`src/rtl/pipe_ctrl_pkg.sv`:
```
// Shared types and constants for the pipeline hazard/sequencing controller.
// The control-vector presets below are what each FSM situation drives onto the stage enables.
package pipe_ctrl_pkg;

    typedef enum logic [1:0] {
        ST_INIT     = 2'd0,
        ST_RUN      = 2'd1,
        ST_MEM_WAIT = 2'd2
    } state_e;

    localparam logic [31:0] NOP_INSTR = 32'h0000_0013;
    localparam logic [4:0]  REG_ZERO  = 5'd0;

    typedef struct packed {
        logic dmem_req;
        logic pc_write_en;
        logic if_id_write_en;
        logic if_id_flush;
        logic id_ex_bubble;
        logic id_ex_hold;
        logic ex_mem_bubble;
        logic ex_mem_hold;
        logic mem_wb_bubble;
    } ctrl_t;

    localparam ctrl_t CTRL_INIT = '{
        dmem_req: 1'b0, pc_write_en: 1'b0, if_id_write_en: 1'b0, if_id_flush: 1'b1,
        id_ex_bubble: 1'b1, id_ex_hold: 1'b0, ex_mem_bubble: 1'b1, ex_mem_hold: 1'b0,
        mem_wb_bubble: 1'b1};

    localparam ctrl_t CTRL_RUN = '{
        dmem_req: 1'b0, pc_write_en: 1'b1, if_id_write_en: 1'b1, if_id_flush: 1'b0,
        id_ex_bubble: 1'b0, id_ex_hold: 1'b0, ex_mem_bubble: 1'b0, ex_mem_hold: 1'b0,
        mem_wb_bubble: 1'b0};

    // Front of the pipe holds while MEM waits; WB receives bubbles until the access resolves.
    localparam ctrl_t CTRL_FREEZE = '{
        dmem_req: 1'b1, pc_write_en: 1'b0, if_id_write_en: 1'b0, if_id_flush: 1'b0,
        id_ex_bubble: 1'b0, id_ex_hold: 1'b1, ex_mem_bubble: 1'b0, ex_mem_hold: 1'b1,
        mem_wb_bubble: 1'b1};

endpackage

```
`src/rtl/load_use_detect.sv`:
```
// Combinational load-use compare: a load in EX whose destination is read by the ID instruction.
// Writes to x0 never create a dependency.
module load_use_detect
    import pipe_ctrl_pkg::*;
(
    input  logic       i_ex_mem_read,
    input  logic [4:0] i_ex_rd,
    input  logic [4:0] i_id_rs1,
    input  logic [4:0] i_id_rs2,
    input  logic       i_id_use_rs1,
    input  logic       i_id_use_rs2,
    output logic       o_hazard
);
    logic w_rs1_hit;
    logic w_rs2_hit;

    assign w_rs1_hit = i_id_use_rs1 && (i_id_rs1 == i_ex_rd);
    assign w_rs2_hit = i_id_use_rs2 && (i_id_rs2 == i_ex_rd);
    assign o_hazard  = i_ex_mem_read && (i_ex_rd != REG_ZERO) && (w_rs1_hit || w_rs2_hit);

endmodule

```
`src/rtl/pipe_hazard_ctrl.sv`:
```
// Pipeline sequencer: reset bubbling, data-memory freeze/timeout, MEM redirect flush, load-use stall.
// Define PIPE_HAZARD_PERF_EN to add the stall_cycles / flush_count performance counters.
//
//   state       | meaning
//   ------------+------------------------------------------------------------
//   ST_INIT     | post-reset: whole pipe bubbled for INIT_CYCLES cycles
//   ST_RUN      | normal flow; memory > redirect > load-use priority
//   ST_MEM_WAIT | data access outstanding: pipe frozen until ack or timeout
module pipe_hazard_ctrl
    import pipe_ctrl_pkg::*;
#(
    parameter int unsigned INIT_CYCLES = 4,
    parameter int unsigned MEM_TIMEOUT = 16
) (
    input  logic        i_clk,
    input  logic        i_rst,
    input  logic [4:0]  i_id_rs1,
    input  logic [4:0]  i_id_rs2,
    input  logic        i_id_use_rs1,
    input  logic        i_id_use_rs2,
    input  logic [4:0]  i_ex_rd,
    input  logic        i_ex_mem_read,
    input  logic        i_mem_redirect,
    input  logic        i_mem_access,
    input  logic        i_dmem_ack,
    output logic        o_dmem_req,
    output logic        o_pc_write_en,
    output logic        o_if_id_write_en,
    output logic        o_if_id_flush,
    output logic        o_id_ex_bubble,
    output logic        o_id_ex_hold,
    output logic        o_ex_mem_bubble,
    output logic        o_ex_mem_hold,
    output logic        o_mem_wb_bubble,
    output logic        o_timeout_err
`ifdef PIPE_HAZARD_PERF_EN
    ,
    output logic [31:0] o_stall_cycles,
    output logic [31:0] o_flush_count
`endif
);
    localparam logic [3:0] INIT_LAST = 4'(INIT_CYCLES - 1);
    localparam logic [7:0] WAIT_LAST = 8'(MEM_TIMEOUT);

    state_e     r_state;
    state_e     w_state_nxt;
    logic [3:0] r_init_cnt;
    logic [7:0] r_wait_cnt;
    logic [7:0] w_wait_cnt_nxt;
    logic       r_timeout_err;
    logic       w_timeout;
    logic       w_load_use;
    ctrl_t      w_ctrl;

    load_use_detect u_load_use_detect (
        .i_ex_mem_read (i_ex_mem_read),
        .i_ex_rd       (i_ex_rd),
        .i_id_rs1      (i_id_rs1),
        .i_id_rs2      (i_id_rs2),
        .i_id_use_rs1  (i_id_use_rs1),
        .i_id_use_rs2  (i_id_use_rs2),
        .o_hazard      (w_load_use)
    );

    always_comb begin
        w_ctrl         = CTRL_INIT;
        w_state_nxt    = r_state;
        w_wait_cnt_nxt = r_wait_cnt;
        w_timeout      = 1'b0;
        case (r_state)
            ST_INIT: begin
                if (r_init_cnt == INIT_LAST) w_state_nxt = ST_RUN;
            end
            ST_RUN: begin
                w_ctrl = CTRL_RUN;
                if (i_mem_access && !i_dmem_ack) begin
                    // Hazards seen this cycle are dropped; they re-present after the freeze.
                    w_ctrl         = CTRL_FREEZE;
                    w_state_nxt    = ST_MEM_WAIT;
                    w_wait_cnt_nxt = 8'd1;
                end else begin
                    w_ctrl.dmem_req = i_mem_access;
                    if (i_mem_redirect) begin
                        w_ctrl.if_id_flush   = 1'b1;
                        w_ctrl.id_ex_bubble  = 1'b1;
                        w_ctrl.ex_mem_bubble = 1'b1;
                    end else if (w_load_use) begin
                        w_ctrl.pc_write_en    = 1'b0;
                        w_ctrl.if_id_write_en = 1'b0;
                        w_ctrl.id_ex_bubble   = 1'b1;
                    end
                end
            end
            ST_MEM_WAIT: begin
                if (i_dmem_ack) begin
                    w_ctrl          = CTRL_RUN;
                    w_ctrl.dmem_req = 1'b1;
                    w_state_nxt     = ST_RUN;
                    w_wait_cnt_nxt  = 8'd0;
                end else if (r_wait_cnt == WAIT_LAST) begin
                    // Abandon the access: the pipe moves on and the load result never reaches WB.
                    w_ctrl               = CTRL_RUN;
                    w_ctrl.mem_wb_bubble = 1'b1;
                    w_timeout            = 1'b1;
                    w_state_nxt          = ST_RUN;
                    w_wait_cnt_nxt       = 8'd0;
                end else begin
                    w_ctrl         = CTRL_FREEZE;
                    w_wait_cnt_nxt = r_wait_cnt + 8'd1;
                end
            end
            default: begin
                w_state_nxt = ST_INIT;
            end
        endcase
        if (i_rst) w_ctrl = CTRL_INIT;
    end

    always_ff @(posedge i_clk) begin
        if (i_rst) begin
            r_state       <= ST_INIT;
            r_init_cnt    <= 4'd0;
            r_wait_cnt    <= 8'd0;
            r_timeout_err <= 1'b0;
        end else begin
            r_state    <= w_state_nxt;
            r_wait_cnt <= w_wait_cnt_nxt;
            if (r_state == ST_INIT) r_init_cnt <= r_init_cnt + 4'd1;
            if (w_timeout) r_timeout_err <= 1'b1;
        end
    end

`ifdef PIPE_HAZARD_PERF_EN
    logic [31:0] r_stall_cycles;
    logic [31:0] r_flush_count;

    always_ff @(posedge i_clk) begin
        if (i_rst) begin
            r_stall_cycles <= 32'd0;
            r_flush_count  <= 32'd0;
        end else begin
            if ((r_state != ST_INIT) && !w_ctrl.pc_write_en)
                r_stall_cycles <= r_stall_cycles + 32'd1;
            if ((r_state == ST_RUN) && w_ctrl.if_id_flush)
                r_flush_count <= r_flush_count + 32'd1;
        end
    end

    assign o_stall_cycles = r_stall_cycles;
    assign o_flush_count  = r_flush_count;
`endif

    assign o_dmem_req       = w_ctrl.dmem_req;
    assign o_pc_write_en    = w_ctrl.pc_write_en;
    assign o_if_id_write_en = w_ctrl.if_id_write_en;
    assign o_if_id_flush    = w_ctrl.if_id_flush;
    assign o_id_ex_bubble   = w_ctrl.id_ex_bubble;
    assign o_id_ex_hold     = w_ctrl.id_ex_hold;
    assign o_ex_mem_bubble  = w_ctrl.ex_mem_bubble;
    assign o_ex_mem_hold    = w_ctrl.ex_mem_hold;
    assign o_mem_wb_bubble  = w_ctrl.mem_wb_bubble;
    assign o_timeout_err    = r_timeout_err;

endmodule

```
`config.mk`:
```
export PLATFORM = sky130hd
export DESIGN_NAME = pipe_hazard_ctrl
export DESIGN_NICKNAME = d
export VERILOG_FILES = /design/src/rtl/pipe_ctrl_pkg.sv /design/src/rtl/load_use_detect.sv /design/src/rtl/pipe_hazard_ctrl.sv
export SDC_FILE = /design/constraint.sdc
export NUM_CORES = 1
export LEC_CHECK = 0
export ABC_CLOCK_PERIOD_IN_PS = 2480
export CAP_MARGIN = 20
export CORE_MARGIN = 3
export CORE_UTILIZATION = 25
export CTS_BUF_LIST = sky130_fd_sc_hd__clkbuf_4
export DETAILED_ROUTE_END_ITERATION = 8
export SYNTH_ARGS = -nofsm -noshare
export SYNTH_HDL_FRONTEND = slang
export SYNTH_SLANG_ARGS = --single-unit
```
`constraint.sdc`:
```
create_clock -name i_clk -period 2.48 [get_ports i_clk]
set_clock_uncertainty 0.1 [all_clocks]
set_input_delay 0.248 -clock i_clk [delete_from_list [all_inputs] [get_ports i_clk]]
set_output_delay 0.248 -clock i_clk [all_outputs]
set_load 0.1 [all_outputs]
```
---- Word-level counts from Yosys, hierarchy flattened ----
Index checks and enable logic that the tools add are counted.
word-level totals
  flip-flop bits (word level) ............. 15
  output and inout bits ................... 10
  logic and storage cells ................. 52
operators by class
  add/subtract/negate cells ............... 2
  eq/ne operators ......................... 9
  multiplexer cells ....................... 25
  reduce and logical (&&, ||, !) cells .... 12
operator list
  operator                                             count
  2-to-1 mux 9 bit                                     3
  2-to-1 mux 8 bit                                     3
  one-hot mux 9 bit (2 select lines)                   1
  one-hot mux 8 bit (2 select lines)                   1
  2-to-1 mux 2 bit                                     7
  equality test 5 bit                                  2
  adder 8 x 1 -> 8 bit, second input constant          1
  equality test 8 x 5 -> 1 bit, second input constant  1
  2-to-1 mux 1 bit                                     8
  one-hot mux 2 bit (3 select lines)                   1
  logical AND 1 bit                                    5
  2-to-1 mux 5 bit                                     1
  nonzero test 5 bit                                   1
  adder 4 x 1 -> 4 bit, second input constant          1
  equality test 4 x 2 -> 1 bit, second input constant  1
  != test 2 bit, second input constant                 2
  != test 3 bit, second input constant                 1
  AND reduction 3 bit                                  1
  equality test 2 x 1 -> 1 bit, second input constant  1
  equality test 2 bit, second input constant           1
  logical NOT 2 bit                                    1
  AND reduction 2 bit                                  1
  nonzero test 2 bit                                   1
  logical NOT 1 bit                                    1
  logical OR 1 bit                                     1

---- Depth between registers and ports, before layout ----
  depth after elaboration ................. 9
  mapped depth ............................ 8

---- Modules after synthesis ----
From an unflattened synthesis, not the netlist that was laid out.
unflattened totals
  cells, all modules ...................... 127
  area total of the unflattened synthesis .. 1086.0 µm²
by module, submodules not included
  module            instances  cells each  area an instance (µm²)
  pipe_hazard_ctrl  1          110         952.2
  load_use_detect   1          17          133.9

---- Worst setup path after synthesis ----
Ideal clock, no wire load.
  path type ............................... register to output
  start point ............................. register r_state[1]
  end point ............................... output port o_id_ex_bubble
  arrival time ............................ 3.822 ns
  data required time ...................... 2.132 ns
  slack ................................... -1.690 ns
  stages on the path, launching flop included .. 7
  buffers on the path ..................... 1
  path through ............................ dfxtp_1 inv_1 ha_1 buf_2 nand2_1 o21ai_0 a31o_1
on the way
  longest elaborated chain between the ends .. 3
ends and longest elaborated chain
  element                                                                     RTL line                 source
  from (decl)                                                                 pipe_hazard_ctrl.sv:45   state_e r_state;
  from (signal assigned)                                                      pipe_hazard_ctrl.sv:126  r_state <= w_state_nxt;
  equality test 2 bit / equality test 2 x 1 -> 1 bit (equally long branches)  pipe_hazard_ctrl.sv:70   case (r_state)
  one-hot mux 9 bit (2 select lines) *                                        pipe_hazard_ctrl.sv:70
  2-to-1 mux 9 bit *                                                          pipe_hazard_ctrl.sv:116  if (i_rst) w_ctrl = CTRL_INIT;
  to (decl)                                                                   pipe_hazard_ctrl.sv:30   output logic o_id_ex_bubble,
Every way passes the cells marked *; elsewhere a longest branch is shown, timed or not.

---- Worst setup path after layout ----
  start point ............................. register r_wait_cnt[0]
  end point ............................... output port o_ex_mem_hold
on the way
  longest elaborated chain between the ends .. 5
ends and longest elaborated chain
  element                             RTL line                 source
  from (decl)                         pipe_hazard_ctrl.sv:48   logic [7:0] r_wait_cnt;
  from (signal assigned)              pipe_hazard_ctrl.sv:127  r_wait_cnt <= w_wait_cnt_nxt;
  equality test 8 x 5 -> 1 bit        pipe_hazard_ctrl.sv:100  end else if (r_wait_cnt == WAIT_LAST) begin
  2-to-1 mux 9 bit                    pipe_hazard_ctrl.sv:100
  2-to-1 mux 9 bit                    pipe_hazard_ctrl.sv:95   if (i_dmem_ack) begin
  one-hot mux 9 bit (2 select lines)  pipe_hazard_ctrl.sv:70
  2-to-1 mux 9 bit                    pipe_hazard_ctrl.sv:116
  to (decl)                           pipe_hazard_ctrl.sv:33   output logic o_ex_mem_hold,
No other way between the ends.

==> reports/qor.yml <==
logic_synthesis:
  synth_nets: 162
  synthCells: 133
  synth-edff-count: 0
  synth_ff_type: "dfxtp_1"
  synth.distinct_cells: 45
  yosys.area.top_type_share: 0.270
  synth_warnings: 0
  synth-seq-area-share: 0.270
  synth.avg_cell_area_um2: 8.36
  syn-cell-area_um2: 1110
  synth_commonest_cells: "nor2_1, dfxtp_1, xnor2_1, inv_1, xor2_1"
  yosys.cell_count.top_type: "nor2_1"
  yosysTopAreaCell: "dfxtp_1"
  ys_ff_latch: 15
  synth_area_leaders: "dfxtp_1, xnor2_1, ha_1, xor2_1, nor2_1"
  async_flop_share: 0
placement:
  dp_hpwl_um: 2270
  routabilityCongestion: 0.776
  dpl.cell_count: 208
  placement.io_buffers: 32
  place_ws_ps: 114
floorplanning:
  die-area_um2: 5290
  start_util: 0.268
  ioPinCount: 33
  die_w_um: 72.7
  std_cell_rows: 23
  core_um2: 4140
  die_height_um: 72.7
run_status:
  status: "completed"
critical_path:
  cp_cell_sequence: "inv_1, ha_1, nand4bb_4, o41a_1, o21a_2, buf_12"
  crit_slowest_cell: "o41a_1"
  critPathMaxStageDelay_ps: 440
  crit_family: "compound AO/OA/AOI/OAI gates"
  arrival_ps: 2030
  end_kind: "output port"
  crit_fanout: 5
  critical_path_class: "reg2out"
  crit_buf_inv: 2
  worst_setup_path_start_kind: "flip-flop"
  cp_data_required_time_ps: 2130
route:
  remaining_drc_errors: 0
  vias: 1014
  vias_per_cell: 4.76
  drt-wirelength-per-cell_um: 12.9
  dr.pass1.iters: 4
  drtAntennaViolNets: 0
  routed_wl_um: 2760
  drtIter0Drc: 24
cts:
  cts_buffers: 3
  clock-sinks: 15
  cts_tree: "done"
  cts_buffer_depth: 2
  worst_setup_hold_path_clk_slew_ps: 90
  hold_buffers: 0
  clock_latency_ps: 280
  htreeDepth: 1
  cts_root_buf: "clkbuf_4"
grt:
  grt_max_degree: 12
  antenna_found_initial: 0
  grt.total_usage: 0.109
  grt_pass1_wl_um: 4640
  grt_pass1_vias: 1042
  grt_overflow: 0
final_layout:
  finalNetCount: 193
  final_core_util: 0.393
  diodes: 0
  areaGrowthSynthToFinish_pct: 46.5
  drive_above_1_share: 0.190
  final_cells: 213
sta:
  final-max-slew-violation-count: 0
  finalSetupViolations: 0
  period_share: 0.960
  finalWorstSetupSlack_ps: 98.9
  clock.fmax_mhz: 420
  tightestPinTransition_ps: 452
  final.min_clock_period_ps: 2380
  rsz0062_at_grt: "false"
  relSlewSlack: 0.698
  hold_violations: 0
run:
  cap_violations: 0
pwr:
  fin_total_pwr_mw: 1.14
  p_per_area_nw_per_um2: 697
  ir_worst_vdd_mv: 0.356
  p_leak_nw: 0.602
hold_path:
  hold_class: "reg2reg"
-- cells in the final DEF (no fill, tap or decap), drive strengths merged, types with 6 or more instances in the layout --
| master | netlist | layout |
|---|---|---|
| clkdlybuf4s50 | 0 | 22 |
| nor2 | 16 | 16 |
| dfxtp | 15 | 15 |
| buf | 7 | 13 |
| xnor2 | 11 | 11 |
| xor2 | 8 | 8 |
| inv | 8 | 8 |
| nand2 | 7 | 7 |
| o21ai | 7 | 7 |
| ha | 6 | 6 |
-- path summary, 6_finish.rpt --
path,to,startpoint,cells past startpoint,slack [ps]
worst min register to register,o_timeout_err,o_timeout_err,2,380
worst min-delay path,o_timeout_err,o_timeout_err,2,380
worst max-delay path,o_ex_mem_hold,r_wait_cnt[0],6,100
worst max register to register,r_wait_cnt[7],r_wait_cnt[0],6,610
-- sequential cells by signal, summed over array words and instances, names as in the netlist --
name,flops
r_wait_cnt,8
r_state,2
o_timeout_err,1
r_init_cnt,4
-- worst register-to-register path: stages (launching register included) --
cell	delay (ps)
dfxtp_1	330
inv_1	110
ha_1	220
nand4bb_4	170
o41a_1	450
o21bai_2	300
nor2_1	80
-- metrics by stage --
step	setup TNS [ps]	hold WS (ps)	cell area, um^2
2_1_floorplan	-304	380	1170
3_3_place_gp	0	373	1580
3_5_place_dp	0	373	1580
4_1_cts	0	395	1610
5_1_grt	0	438	1630
6_report	0	378	1630
-- cells by family (layout without fill, tap and decap cells) --
logic type / count (synthesis) / after routing / share of synthesized area
AOI/OAI and AO/OA: 31 / 31 / 0.200
buffers and inverters: 17 / 47 / 0.0776
and+or+nand+nor: 44 / 44 / 0.226
DFF: 15 / 15 / 0.270
muxes: 1 / 1 / 0.00900
xor gates and xnor gates: 19 / 19 / 0.150
adders and majority gates: 6 / 6 / 0.0675
-- area by class of cell --
type / count / area (um^2)
Multi-Input combinational cell: 101 / 773
Tap cell: 50 / 62.6
Inverter: 8 / 30.0
Clock buffer: 4 / 30.0
Sequential cell: 15 / 303
Timing Repair Buffer: 35 / 430
Fill cell: 450 / 2510
-- power breakdown --
group	internal [mW]	switching, mW	leakage [nW]	total [mW]
clock	0.0734	0.0788	0.0184	0.152
sequential	0.280	0.0318	0.123	0.312
combinational	0.273	0.399	0.461	0.672
total	0.627	0.510	0.602	1.14
-- repair_timing --
item | 4_1_cts | 5_1_grt
setup endpoints to repair | 0 | 2
setup buffers | 0 | 1
gates resized for setup | 0 | 1
-- per-layer routing --
metal	global-route usage	vias to the layer above	share of wire
met2	0.194	11	0.53
li1	-	520	-
met3	0.0289	4	0.024
met4	0.0184	0	0.012
met1	0.133	479	0.43
met5	0	-	0
(Power assumes the default switching activity.)
